[src/rtl/lc_mode_sched.sv]
// lc_mode_sched: link-controller mode scheduler. Latches the one-shot
// Page/Inquiry/PageScan/InquiryScan requests and grants one mode at a
// time on slot boundaries, with a per-mode slot timeout and a one-slot
// guard gap between successive grants.
// Optional macro LC_SCHED_RR_EN: round-robin arbitration instead of the
// fixed priority 2 > 3 > 0 > 1.
// Ports:
//   clk_6M, rst          clock, synchronous active-high reset
//   tslot_p              slot boundary pulse
//   req_oneshot          request pulses (0 PS, 1 IS, 2 Page, 3 Inq)
//   cancel_oneshot       cancel pending request / abort active mode
//   done_p               active procedure finished
//   conn_busy            blocks new grants
//   regi_*               per-mode slot limits (0 = no timeout)
//   mode_en              one-hot active mode
//   mode_start_p         grant pulse
//   timeout_p            expiry pulse
//   pending              latched, not-yet-granted requests
//   busy                 scheduler not idle
module lc_mode_sched #(
   parameter int NMODE = 4,
   parameter int TW    = 16
) (
   input  logic             clk_6M,
   input  logic             rst,
   input  logic             tslot_p,
   input  logic [NMODE-1:0] req_oneshot,
   input  logic [NMODE-1:0] cancel_oneshot,
   input  logic             done_p,
   input  logic             conn_busy,
   input  logic [TW-1:0]    regi_Tpswindow,
   input  logic [TW-1:0]    regi_Tiswindow,
   input  logic [TW-1:0]    regi_Page_Timeout,
   input  logic [TW-1:0]    regi_Inquiry_Timeout,
   output logic [NMODE-1:0] mode_en,
   output logic             mode_start_p,
   output logic             timeout_p,
   output logic [NMODE-1:0] pending,
   output logic             busy
);

   typedef enum logic [1:0] {
      S_IDLE   = 2'd0,
      S_ACTIVE = 2'd1,
      S_GUARD  = 2'd2
   } state_e;

   state_e           state_q;
   logic [NMODE-1:0] mode_en_q;
   logic [NMODE-1:0] pending_q;
   logic [NMODE-1:0] pending_d;
   logic [NMODE-1:0] grant_oh;
   logic             start_q;
   logic             tout_q;
   logic [TW-1:0]    cnt_q;
   logic [TW-1:0]    lim_sel;
   logic [1:0]       gsel;
   logic             grant;
   logic             act_cancel;

`ifdef LC_SCHED_RR_EN
   logic [1:0] ptr_q;
   logic [1:0] cand;
   logic       found;

   // Search starts one past the last granted index.
   always_comb begin
      gsel  = ptr_q;
      cand  = ptr_q;
      found = 1'b0;
      for (int k = 1; k <= 4; k++) begin
         cand = ptr_q + 2'(k);
         if (!found && pending_q[cand]) begin
            gsel  = cand;
            found = 1'b1;
         end
      end
   end
`else
   always_comb begin
      if (pending_q[2])      gsel = 2'd2;
      else if (pending_q[3]) gsel = 2'd3;
      else if (pending_q[0]) gsel = 2'd0;
      else                   gsel = 2'd1;
   end
`endif

   always_comb begin
      unique case (gsel)
         2'd0:    lim_sel = regi_Tpswindow;
         2'd1:    lim_sel = regi_Tiswindow;
         2'd2:    lim_sel = regi_Page_Timeout;
         default: lim_sel = regi_Inquiry_Timeout;
      endcase
   end

   assign grant = (state_q == S_IDLE) && tslot_p
                  && (|pending_q) && !conn_busy;
   assign grant_oh = grant ? (NMODE'(1) << gsel) : '0;

   // Granted bit is consumed first so a same-cycle request re-arms it;
   // cancel overrides any request on the same bit.
   assign pending_d = ((pending_q & ~grant_oh) | req_oneshot)
                      & ~cancel_oneshot;

   assign act_cancel = |(cancel_oneshot & mode_en_q);

   always_ff @(posedge clk_6M) begin
      if (rst) begin
         state_q   <= S_IDLE;
         mode_en_q <= '0;
         pending_q <= '0;
         start_q   <= 1'b0;
         tout_q    <= 1'b0;
         cnt_q     <= '0;
`ifdef LC_SCHED_RR_EN
         ptr_q     <= 2'd0;
`endif
      end else begin
         pending_q <= pending_d;
         start_q   <= 1'b0;
         tout_q    <= 1'b0;
         unique case (state_q)
            S_IDLE: begin
               if (grant) begin
                  state_q   <= S_ACTIVE;
                  mode_en_q <= grant_oh;
                  cnt_q     <= lim_sel;
                  start_q   <= 1'b1;
`ifdef LC_SCHED_RR_EN
                  ptr_q     <= gsel;
`endif
               end
            end
            S_ACTIVE: begin
               if (done_p || act_cancel) begin
                  state_q   <= S_GUARD;
                  mode_en_q <= '0;
               end else if (tslot_p) begin
                  if (cnt_q == TW'(1)) begin
                     state_q   <= S_GUARD;
                     mode_en_q <= '0;
                     tout_q    <= 1'b1;
                  end else if (cnt_q != '0) begin
                     // Zero limit holds: no timeout.
                     cnt_q <= cnt_q - TW'(1);
                  end
               end
            end
            S_GUARD: begin
               if (tslot_p) state_q <= S_IDLE;
            end
            default: begin
               state_q   <= S_IDLE;
               mode_en_q <= '0;
            end
         endcase
      end
   end

   assign mode_en      = mode_en_q;
   assign mode_start_p = start_q;
   assign timeout_p    = tout_q;
   assign pending      = pending_q;
   assign busy         = (state_q != S_IDLE);

endmodule

[config.mk]
export PLATFORM = sky130hd
export DESIGN_NAME = lc_mode_sched
export DESIGN_NICKNAME = d
export VERILOG_FILES = /design/src/rtl/lc_mode_sched.sv
export SDC_FILE = /design/constraint.sdc
export NUM_CORES = 1
export LEC_CHECK = 0
export BUFFER_PORTS_ARGS = -buffer_cell sky130_fd_sc_hd__buf_4
export CORE_MARGIN = 2
export CORE_UTILIZATION = 50
export CTS_BUF_LIST = sky130_fd_sc_hd__clkbuf_8
export DETAILED_ROUTE_END_ITERATION = 16
export PLACE_DENSITY = 0.82
export SYNTH_ARGS = -nofsm -noshare
export SYNTH_HDL_FRONTEND = slang
export SYNTH_SLANG_ARGS = --single-unit
[constraint.sdc]
create_clock -name clk_6M -period 2 [get_ports clk_6M]
set_clock_uncertainty 0.05 [all_clocks]
set_input_delay 0.4 -clock clk_6M [delete_from_list [all_inputs] [get_ports clk_6M]]
set_output_delay 0.4 -clock clk_6M [all_outputs]
set_load 0.1 [all_outputs]
# Word level (Yosys, flattened, before mapping)
# Cells that the tools add are included.
# word_totals
reg_bits	28
inputBits	77
output_inout_bits	11
word_cells	72
# classes
n_addsub	1
n_eq_ne	13
shift	1
muxes	24
n_bitwise	10
reduce_logical	17
# ops
operator	count
$mux 16	5
$pmux 16 s3	1
$pmux 16 s2	1
$mux 4	5
$eq 16x1->1 const B	1
$reduce_bool 16->1	1
$sub 16x1->16 const B	1
$mux 2	7
$and 4x4->4	3
$ne 2x2->1 const B	6
$pmux 4 s3	1
$reduce_or 4->1	3
$not 4->4	2
$reduce_and 4->1	2
$ne 3x3->1 const B	2
$pmux 2 s3	1
$reduce_and 6->1	1
$eq 2x1->1 const B	2
$eq 2x2->1 const B	2
$logic_not 2->1	2
$not 1->1	4
$or 4x4->4	1
$reduce_bool 2->1	2
$shl 1x2->4 const A	1
other kinds (5)	9

# Depth between registers and ports, before layout
# Gate-level depths: netlist of the first run.
# depth
word_depth	9
ltp_mapped	7
ltp_nobuf	7

# Worst setup path before layout of the first run
# No wires, ideal clock.
# synth_timing
kind	register to register
start	register pending_q[0] (netlist: pending[0])
end	register cnt_q[13]
setup_ps	92
arrival_ps	2163
t_required_ps	1858
path_slack_ps	-305
path_stages_with_launch	7
path_buffers	2
synth_period_minus_slack_ps	2305
path_cell_list	dfxtp_1 buf_4 buf_4 mux2i_1 a2111oi_0 a31oi_1 o32ai_1
# synth_via
elab_chain_len	7
elab_cells_between_ends	14
cone_classes	eq/ne: 3; mux: 6; reduce/logical: 5
# synth_rtl
item	line	rtl
start, declared	50	logic [NMODE-1:0] pending_q;
start signal, assigned	120	pending_q <= pending_d;
$mux 1	83	else if (pending_q[0]) gsel = 2'd0;
$mux 2	82	else if (pending_q[3]) gsel = 2'd3;
$mux 2	81	if (pending_q[2]) gsel = 2'd2;
$eq 2x2->1 (tied with other cells)	89	unique case (gsel)
$pmux 16 s3	89	
$mux 16	125	if (grant) begin
$pmux 16 s2	123	unique case (state_q)
end signal, assigned	128	cnt_q <= lim_sel;
end signal, assigned	146	cnt_q <= cnt_q - TW'(1);
end, declared	55	logic [TW-1:0] cnt_q;
# Parallel ways exist; a longest one is shown, timed or not. The select of a mux whose other input is x is not followed.
# A chain may end at the register's enable or synchronous reset.

# Worst setup path in the final report of the first run
# layout_timing
start	register cnt_q[1]
end	register cnt_q[3]
# layout_via
elab_chain_len	6
elab_cells_between_ends	11
cone_classes	add/sub: 1; eq/ne: 3; mux: 5; reduce/logical: 2
# layout_rtl
item	line	rtl
$sub 16x1->16	146	
$mux 16	144	end else if (cnt_q != '0) begin
$mux 16	140	if (cnt_q == TW'(1)) begin
$mux 16	139	end else if (tslot_p) begin
$mux 16	136	if (done_p || act_cancel) begin
$pmux 16 s2	123	
# Parallel ways exist; a longest one is shown, timed or not. The select of a mux whose other input is x is not followed.

==> metrics.md, run 1 <==
| Metric | Value |
|---|---|
| GRT Residual Overflow | `0` |
| Ant diodes | `0` |
| First-pass DRT Iterations | `4` |
| Hold Buf Count CTS | `0` |
| Num Clock Sinks | `28` |
| Top-count cell post-synth | `a21oi_1` |
| Yosys top cell by area | `dfxtp_1` |
| Hold Crit Depth | `2` |
| Depth of the CTS H-tree | `1` |
| Ports | `88` |
| Worst-case clock buffer depth | `2` |
| EDFF count, synth | `0` |
| Register area share after synthesis | `0.2561` |
| Compound-gate portion of the synthesized area | `0.3333` |
| Fin crit period | `1959 ps` |
| Final Hold Viols | `0` |
| RSZ-0062 raised after global routing | `true` |
| Most used DFF post-synth | `dfxtp_1` |
| DRT antenna net count | `0` |
| Core area | `4294 um2` |
| Worst path top cell family by delay | `compound AO/OA/AOI/OAI gates` |
| Critical path capture point type | `flip-flop` |
| Crit-path cells | `inv_1 -> ha_1 -> o211ai_4 -> o211ai_4 -> a2111oi_0 -> a31o_1` |
| Gp weighted congestion | `0.8855` |
| Most frequent CP cell | `o211ai_4` |
| Crit-path slowest cell | `a2111oi_0` |
| Hold Path End | `pending[3]` |
| Syn nets | `359` |
| Clock Latency Late Sink | `290 ps` |
| IO Port Bufs | `87` |
| Post-Synth XOR/XNOR Area | `0` |
| CTS root buf | `clkbuf_8` |
| Critical path arrival | `2150 ps` |
| Syn Area/Cell | `7.816 um2` |
| Post-Synth Adder-Cell Area | `0.01144` |
| Antenna violations before repair | `0` |
| Via count | `2561` |
| Wire length per cell | `17.05 um` |
| Largest net degree at the start of global routing | `27` |
| Via density | `6.083` |
| Worst hold-check slack | `207.5 ps` |
| Worst-Margin Slew | `499.2 ps` |
| CTS Buf Count | `3` |
| DP HPWL | `5.297 mm` |
| Row cnt | `24` |
| Mapped cell area | `2188 um2` |
| Ys Warns | `0` |
| Share of layout cells above drive strength 1 | `0.3848` |
| Final Cycle Share | `0.9793` |
| Worst R2R Setup Slack | `40 ps` |
| Yosys top cell area share | `0.2561` |
| DIE AREA | `4922 um2` |
| # DRC | `0` |
| Vias in the first global route | `2370` |
| Simple-gate portion of the synthesized area | `0.2281` |
| Area Growth Syn to Fin | `40.31%` |
| Die X-Extent | `70.16 um` |
| End of the worst register-to-register path | `cnt_q[3]` |
| Worst hold start | `cancel_oneshot[3]` |
| Worst Reg-to-Reg Cells | `6` |
| Die Ht | `70.16 um` |
| Slew HR | `0.6647` |
| Post-Syn Instances | `280` |
| Pleak | `1.272 nW` |
| Max-cap viol count | `0` |
| Final nets | `449` |
| DRT Wirelength | `7.179 mm` |
| Req. time, crit path | `2190 ps` |
| Top post-synthesis cells by count | `a21oi_1, nand2_1, dfxtp_1` |
| Fmax | `510.6 MHz` |
| Synth top area cells | `dfxtp_1, a21oi_1, mux2i_1` |
| Pwr Total | `0.001774 W` |
| Unique masters post-synth | `59` |
| Global-route wire length before repair | `11.09 mm` |
| Max VDD drop | `0.6422 mV` |
| Post-synth ARST share | `0` |
| Power Dens Cells | `577.7 nW/um2` |
| Initial Util | `0.5096` |
| Mux share of post-synthesis cell area | `0.1035` |
| Worst Hold Class | `primary input to flip-flop` |
| Status | `finished clean` |
| Crit path buffers/inverters | `1` |
| Worst r2r src | `cnt_q[1]` |
| Drt initial violations | `134` |
| All-layer global routing usage | `0.2770` |
| Worst path max stage delay | `510 ps` |
| Worst-path maximum fanout | `7` |
| CTS tree | `built` |
| Clock slew at reported path FFs | `110 ps` |
| Final Setup Violations | `0` |
| Synth Register Bits | `28` |
| Largest family of logic cells by synthesized area | `compound AO/OA/AOI/OAI gates` |
| Slew Viols, Final | `0` |
| Critical path class | `flip-flop to flip-flop` |
| Worst Setup Start Kind | `flip-flop` |
-- worst reg2reg max path: stages, from the launching register on --
cell       delay (ps)
dfxtp_1           400
inv_1             110
ha_1              240
o211ai_4          280
o211ai_4          170
a2111oi_0         510
a31o_1            160
-- what timing repair did --
action	in CTS	in global routing
endpoints found under the setup margin	1	10
setup buffers	0	4
resized for setup	1	5
pin swaps	0	1
gates cloned	0	1
-- layout make-up --
class | instances | area, um2
fill | 344 | 1224
multi-input combinational | 222 | 1529
sequential | 28 | 566.8
inverter | 10 | 37.54
tap | 52 | 65.06
timing repair buffer | 105 | 800.8
clock buffer | 3 | 41.29
clock inverter | 1 | 30.03
-- power breakdown --
| group | internal (W) | switching (W) |
|---|---|---|
| combinational | 0.000308 | 0.000381 |
| sequential | 0.000585 | 0.0000349 |
| clock | 0.000269 | 0.000196 |
| total | 0.00116 | 0.000612 |
-- layer usage --
metal | wire, um | global-route usage | vias to the layer above
li1 | - | - | 1238
met1 | 2809 | 0.3253 | 1191
met2 | 3754 | 0.5143 | 118
met3 | 487 | 0.04329 | 14
met4 | 128 | 0.08120 | 0
met5 | 0 | 0 | -
-- registers in the layout (all words and copies together), names as in the netlist --
name and flops:
mode_start_p 1, pending 4, state_q 2, timeout_p 1, mode_en 4, cnt_q 16
-- layout by cell type, fill, tap and decap left out, types with 3 or more instances in the layout --
cell type  instances
a2111oi_0          4
a211oi_1           4
a21oi_1           44
a32o_1             4
buf_4            104
clkbuf_8           3
dfxtp_1           23
dfxtp_2            5
inv_1              8
mux2_2             5
mux2i_1           17
nand2_1           30
nor2_1            19
nor3_1            10
nor3b_1            5
nor4_1             4
o211ai_4           3
o21ai_0           17
o22ai_1            5
o32ai_1            6
-- cell families (layout without fill, tap and decap cells) --
group / after synthesis / count (layout)
fa+ha+maj: 2 / 2
simple gates: 89 / 89
buf+inv: 31 / 119
flops: 28 / 28
mux: 22 / 22
compound gates: 108 / 109
-- worst max-delay path by stage --
stage               slack [ps]  cells after the start  startpoint   endpoint
floorplan                   30                      4  pending[1]  cnt_q[12]
global placement            70                      7    cnt_q[0]  cnt_q[12]
detailed placement           9                      7    cnt_q[0]  cnt_q[12]
CTS                         50                      7    cnt_q[0]  cnt_q[12]
global route               -20                      6    cnt_q[1]   cnt_q[3]
finish                      40                      6    cnt_q[1]   cnt_q[3]
-- stage by stage --
step	std cells	TNS, ps	util	setup WS [ps]	instance area (um2)
4_1_cts	416	0	0.6981	51.30	2998
3_5_place_dp	412	0	0.6801	9.021	2920
6_report	421	0	0.7150	41.49	3070
2_1_floorplan	280	0	-	28.68	2195
3_3_place_gp	412	0	0.6801	69.46	2920
5_1_grt	421	-60.31	0.7150	-21.65	3070
Note: power is estimated with default switching activity, not from simulation.
==> run 2, diff against run 1 <==
--- a/config.mk
+++ b/config.mk
@@ -6,6 +6,7 @@
 export NUM_CORES = 1
 export LEC_CHECK = 0
 export BUFFER_PORTS_ARGS = -buffer_cell sky130_fd_sc_hd__buf_4
+export CORE_ASPECT_RATIO = 1.4
 export CORE_MARGIN = 2
 export CORE_UTILIZATION = 50
 export CTS_BUF_LIST = sky130_fd_sc_hd__clkbuf_8
==> run 2 against run 1 <==
Global-route usage grew 0.22 points. Flip-flop and latch count is the same. Combinational power shrank 2%. Core utilization grew 0.97 points. Non-clock buffer count grew 2. Clock-buffer cell count is the same.
==> metrics.md, run 2 (same netlist as run 1, synthesis figures left out) <==
| Metric | Value |
|---|---|
| Worst Reg-to-Reg Cells | `6 (unchanged)` |
| First-pass DRT Iterations | `5 (+1)` |
| Final Cycle Share | `0.9535 (-0.02579)` |
| Pre-CTS setup slack | `69.80 ps (+60.78 ps)` |
| Critical path capture point type | `flip-flop` |
| Max reg flops | `16 (unchanged)` |
| Levels on crit path | `6 (unchanged)` |
| CTS Buf Count | `3 (unchanged)` |
| Depth of the CTS H-tree | `1 (unchanged)` |
| Critical path class | `flip-flop to flip-flop` |
| Via count | `2530 (-1.2%)` |
| Drt initial violations | `169 (+26%)` |
| Area Growth Syn to Fin | `39.22%` |
| Layout Cells excl Fill | `415 (-1.4%)` |
| Worst r2r src | `cnt_q[3]` |
| Top reg by flops | `cnt_q` |
| Worst hold start | `cancel_oneshot[1]` |
| Setup ws final | `93.07 ps (+51.58 ps)` |
| Die X-Extent | `59.91 um (-15%)` |
| Share of layout cells above drive strength 1 | `0.3892 (+0.004365)` |
| Sw Share | `0.3362 (-0.009013)` |
| Max VDD drop | `0.5474 mV (-15%)` |
| Worst-path maximum fanout | `13 (+6)` |
| Slew Viols, Final | `0 (unchanged)` |
| Max-cap viol count | `0 (unchanged)` |
| Worst Hold Class | `primary input to flip-flop` |
| # DRC | `0 (unchanged)` |
| DP HPWL | `5.192 mm (-2.0%)` |
| Row cnt | `28 (+17%)` |
| Cell count after placement | `409 (-0.73%)` |
| Core area | `4204 um2 (-2.1%)` |
| Final Setup Violations | `0 (unchanged)` |
| Final nets | `450 (+0.22%)` |
| Area of the multi-input gates | `1499 um2 (-2.0%)` |
| Pleak | `1.287 nW (+1.2%)` |
| Setup TNS Final | `0 ps (unchanged)` |
| Fmax | `524.4 MHz (+2.7%)` |
| Crit-path cells | `nor4_2 -> nand2_2 -> o211ai_4 -> buf_4 -> a21oi_1 -> o32ai_1` |
| Num Clock Sinks | `28 (unchanged)` |
| Hold Crit Depth | `2 (unchanged)` |
| CTS root buf | `clkbuf_8` |
| All-layer global routing usage | `0.2792 (+0.002236)` |
| DIE AREA | `4929 um2 (+0.15%)` |
| Clock Power Share | `0.260 (-0.002)` |
| Wire length per cell | `16.87 um (-1.1%)` |
| DRT antenna net count | `0 (unchanged)` |
| Critical path arrival | `2050 ps (-100 ps)` |
| Status | `finished clean` |
| Largest net degree at the start of global routing | `33 (+22%)` |
| IO Port Bufs | `87 (unchanged)` |
| Commonest non-fill, non-tap cells in the layout | `buf_4, a21oi_1, nand2_1, dfxtp_1, nor2_1` |
| DRT Wirelength | `7.002 mm (-2.5%)` |
| Vias in the first global route | `2339 (-1.3%)` |
| Fillers | `336 (-2.3%)` |
| Via density | `6.096 (+0.22%)` |
| CTS tree | `built` |
| Worst path max stage delay | `420 ps (-90 ps)` |
| Antenna violations before repair | `0 (unchanged)` |
| Ant diodes | `0 (unchanged)` |
| P_int | `0.001157 W (-0.35%)` |
| P_sw | `0.0005861 W (-4.3%)` |
| Die Ht | `82.28 um (+17%)` |
| DP Area | `2942 um2 (+0.73%)` |
| GRT Residual Overflow | `0 (unchanged)` |
| Worst Setup Start Kind | `flip-flop` |
| Worst-Margin Slew | `460.1 ps (-39.07 ps)` |
| Hold Buf Count CTS | `0 (unchanged)` |
| Crit path buffers/inverters | `1 (unchanged)` |
| Logic pwr share | `0.388 (about the same)` |
| Crit-path slowest cell | `o211ai_4` |
| Fin crit period | `1907 ps (-51.58 ps)` |
| Req. time, crit path | `2150 ps (-40 ps)` |
| Power Dens Cells | `572.3 nW/um2 (-0.93%)` |
| Final Instance Area | `3047 um2 (-0.77%)` |
| FF/Latch Area | `566.8 um2 (unchanged)` |
| Slew HR | `0.6853 (+0.02068)` |
| Initial Util | `0.5205 (+0.01092)` |
| Gp weighted congestion | `0.8949 (+1.1%)` |
| Worst path top cell family by delay | `compound AO/OA/AOI/OAI gates` |
| Most common cell after layout, fill and taps aside | `buf_4` |
| Clock slew at reported path FFs | `100 ps (about the same)` |
| Global-route wire length before repair | `10.66 mm (-3.9%)` |
| Clock Latency Late Sink | `280 ps (about the same)` |
| Final Hold Viols | `0 (unchanged)` |
| Reg power frac | `0.352 (+0.002)` |
| Worst-case clock buffer depth | `2 (unchanged)` |
| Worst hold-check slack | `235.4 ps (+27.89 ps)` |
| Ports | `88 (unchanged)` |
| Worst Setup SP | `cnt_q[3]` |
run 2: power groups by stage:
stage / Sequential (W) / Combinational (W) / Clock [W]
final: 0.000614 / 0.000676 / 0.000453
after global routing: 0.000618 / 0.000728 / 0.000478
after CTS: 0.000611 / 0.000653 / 0.000462
after detailed placement: 0.000624 / 0.000650 / 0
after global placement: 0.000622 / 0.000643 / 0
after floorplan: 0.000670 / 0.000354 / 0
run 2: layer usage:
layer / up-vias / global-route usage / part of all wire
met5: - / 0 / 0
met4: 0 / 0.1000 / 0.022
met3: 13 / 0.02960 / 0.093
met2: 137 / 0.4826 / 0.49
met1: 1146 / 0.3531 / 0.39
li1: 1234 / - / -
run 2: worst paths after layout:
check	slack [ps]	end
setup reg to reg	90	cnt_q[6]
setup / recovery	90	cnt_q[6]
hold reg to reg	440	mode_en[3]
hold / removal	240	pending[1]
run 2: worst reg2reg max path, delay by kind of cell, from the launching register on:
kind | cells | cell delay [ps]
DFF | 1 | 400
buffers and inverters | 1 | 200
and+or+nand+nor | 2 | 480
AOI/OAI and AO/OA | 3 | 690
run 2: through the flow:
step	total power, W	util
final	0.001744	0.7247
after global routing	0.001824	0.7247
after CTS	0.001726	0.7167
after global placement	0.001265	0.6997
after floorplan	0.001025	-
after detailed placement	0.001274	0.6997
run 2: area by class of cell:
cell class | count | area share
multi-input combinational | 221 | 0.4920
sequential | 28 | 0.1860
clock inverter | 1 | 0.009856
timing repair buffer | 107 | 0.2678
tap | 45 | 0.01848
inverter | 10 | 0.01232
clock buffer | 3 | 0.01355
run 2: repair_timing:
action                                 in CTS  in global routing
setup endpoints to repair                   0                 10
endpoints found under the hold margin       0                  0
buffers inserted                            0                  2
resized for setup                           0                  5
==> run 3, diff against run 2 <==
--- a/config.mk
+++ b/config.mk
@@ -8,10 +8,10 @@
 export BUFFER_PORTS_ARGS = -buffer_cell sky130_fd_sc_hd__buf_4
 export CORE_ASPECT_RATIO = 1.4
 export CORE_MARGIN = 2
-export CORE_UTILIZATION = 50
+export CORE_UTILIZATION = 40
 export CTS_BUF_LIST = sky130_fd_sc_hd__clkbuf_8
 export DETAILED_ROUTE_END_ITERATION = 16
-export PLACE_DENSITY = 0.82
+export PLACE_DENSITY = 0.68
 export SYNTH_ARGS = -nofsm -noshare
 export SYNTH_HDL_FRONTEND = slang
 export SYNTH_SLANG_ARGS = --single-unit
==> run 3 against run 2 <==
Power fell by 0.73%. Maximum frequency increased by 0.51%. Sequential share of layout area down 0.069 points. Die area rose by 23%. First-iteration DRC count fell by 29%. Combinational power decreased by 2%. Clock power barely moved. Sequential power barely moved. Critical endpoint is now cnt_q[12]. Largest power group unchanged.
==> metrics.md, run 3 (same netlist as run 1, synthesis figures left out) <==
| Metric | Value |
|---|---|
| Status | `finished clean` |
| Setup TNS Final | `0 ps (unchanged)` |
| Worst hold-check slack | `228.5 ps (-6.843 ps)` |
| Worst Setup SP | `cnt_q[1]` |
| Via density | `5.710 (-6.3%)` |
| Final Hold Viols | `0 (unchanged)` |
| Via count | `2484 (-1.8%)` |
| Fmax | `527.1 MHz (+0.51%)` |
| Final Setup Violations | `0 (unchanged)` |
| Initial Util | `0.4179 (-0.1026)` |
| RSZ-0062 raised after global routing | `false` |
| CTS tree | `built` |
| First-pass DRT Iterations | `4 (-1)` |
| DP HPWL | `5.295 mm (+2.0%)` |
| Worst-Margin Slew | `450.0 ps (-10.12 ps)` |
| Ant diodes | `0 (unchanged)` |
| CTS Buf Count | `3 (unchanged)` |
| Worst Hold Class | `primary input to flip-flop` |
| Critical path arrival | `2060 ps (about the same)` |
| Num Clock Sinks | `28 (unchanged)` |
| Max-cap viol count | `0 (unchanged)` |
| FF/Latch Area | `566.8 um2 (unchanged)` |
| Gp weighted congestion | `0.8989 (+0.45%)` |
| DRT antenna net count | `0 (unchanged)` |
| Power Dens Cells | `566.0 nW/um2 (-1.1%)` |
| Fin crit period | `1897 ps (-9.675 ps)` |
| Slew Viols, Final | `0 (unchanged)` |
| Die X-Extent | `66.51 um (+11%)` |
| Drt initial violations | `120 (-29%)` |
| Max reg flops | `16 (unchanged)` |
| Slew HR | `0.6923 (+0.006923)` |
| Largest net degree at the start of global routing | `29 (-12%)` |
| Area of the multi-input gates | `1499 um2 (unchanged)` |
| Worst Reg-to-Reg Cells | `6 (unchanged)` |
| Clock slew at reported path FFs | `100 ps (about the same)` |
| Hold Buf Count CTS | `0 (unchanged)` |
| Met3 usage | `0.02850 (-0.001094)` |
| Critical path capture point type | `flip-flop` |
| CTS root buf | `clkbuf_8` |
| Grt peak-use layer | `met2` |
| Critical path class | `flip-flop to flip-flop` |
| Top reg by flops | `cnt_q` |
| Max VDD drop | `0.3067 mV (-44%)` |
| # DRC | `0 (unchanged)` |
| Grt met2 use | `0.3842 (-0.09844)` |
| Clock Latency Late Sink | `280 ps (about the same)` |
| Commonest non-fill, non-tap cells in the layout | `buf_4, a21oi_1, nand2_1, dfxtp_1, nor2_1` |
| Worst hold start | `cancel_oneshot[3]` |
| Vias in the first global route | `2384 (+1.9%)` |
| All-layer global routing usage | `0.2272 (-0.05197)` |
| Pleak | `1.289 nW (about the same)` |
| GRT Residual Overflow | `0 (unchanged)` |
| Worst R2R Setup Slack | `100 ps (about the same)` |
| Core area | `5236 um2 (+25%)` |
| Worst r2r src | `cnt_q[1]` |
| Most common cell after layout, fill and taps aside | `buf_4` |
| IO Port Bufs | `87 (unchanged)` |
| Area Growth Syn to Fin | `39.74%` |
| Worst Setup Start Kind | `flip-flop` |
| Depth of the CTS H-tree | `1 (unchanged)` |
| Row cnt | `31 (+11%)` |
| End of the worst register-to-register path | `cnt_q[12]` |
| Final Cycle Share | `0.9486 (-0.004837)` |
| Wire length per cell | `16.06 um (-4.8%)` |
| Hold Crit Depth | `2 (unchanged)` |
| Die Ht | `91.52 um (+11%)` |
| Final nets | `449 (-0.22%)` |
| Ports | `88 (unchanged)` |
| DIE AREA | `6087 um2 (+23%)` |
| Antenna violations before repair | `0 (unchanged)` |
| Req. time, crit path | `2170 ps (+20 ps)` |
| Share of layout cells above drive strength 1 | `0.3794 (-0.009785)` |
| Hold Path End | `pending[3]` |
| Fillers | `518 (+54%)` |
| Worst-path maximum fanout | `6 (-7)` |
| DRT Wirelength | `6.987 mm (-0.21%)` |
| Global-route wire length before repair | `11.03 mm (+3.5%)` |
| GR Util met1 | `0.2916 (-0.06151)` |
| Worst-case clock buffer depth | `2 (unchanged)` |
run 3: final cells by class:
class	instances	area share
multi-input combinational	222	0.4902
clock inverter	1	0.009820
sequential	28	0.1854
clock buffer	3	0.01350
inverter	10	0.01227
tap	66	0.02700
timing repair buffer	105	0.2619
run 3: what timing repair did:
action                                  4_1_cts  5_1_grt
endpoints found under the setup margin        2        8
gates cloned                                  0        1
buffers inserted                              0        2
pin swaps                                     0        1
resized for setup                             1        0
run 3: metrics by stage:
step | area (um2) | cells | worst slack (ps) | utilization | power [W]
after floorplan | 2195 | 280 | 28.68 | - | 0.001025
after global placement | 2953 | 428 | 65.64 | 0.5639 | 0.001261
after detailed placement | 2953 | 428 | 1.944 | 0.5639 | 0.001266
after CTS | 3030 | 432 | 94.93 | 0.5787 | 0.001723
after global routing | 3058 | 435 | 5.768 | 0.5840 | 0.001818
final | 3058 | 435 | 102.7 | 0.5840 | 0.001731
run 3: worst max-delay path by stage:
stage           endpoint  depth (start not counted)
4_1_cts        cnt_q[12]                          7
2_1_floorplan  cnt_q[12]                          4
3_5_place_dp   cnt_q[12]                          7
6_report       cnt_q[12]                          6
5_1_grt        cnt_q[14]                          6
3_3_place_gp   cnt_q[12]                          7
run 3: critical path: stages (launching register included):
cell	delay, ps
dfxtp_1	400
inv_1	80
ha_1	240
o211ai_2	270
o211ai_2	240
a221o_2	430
o22ai_1	130
run 3: where the power goes:
group,internal (W),switching [W]
Combinational,0.000295,0.000370
Sequential,0.000585,0.0000279
Clock,0.000268,0.000185
Total,0.00115,0.000583
run 3: metal layers:
| layer | wire, um | vias to the layer above |
|---|---|---|
| li1 | - | 1231 |
| met1 | 2994 | 1152 |
| met2 | 3388 | 88 |
| met3 | 470 | 13 |
| met4 | 133 | 0 |
| met5 | 0 | - |
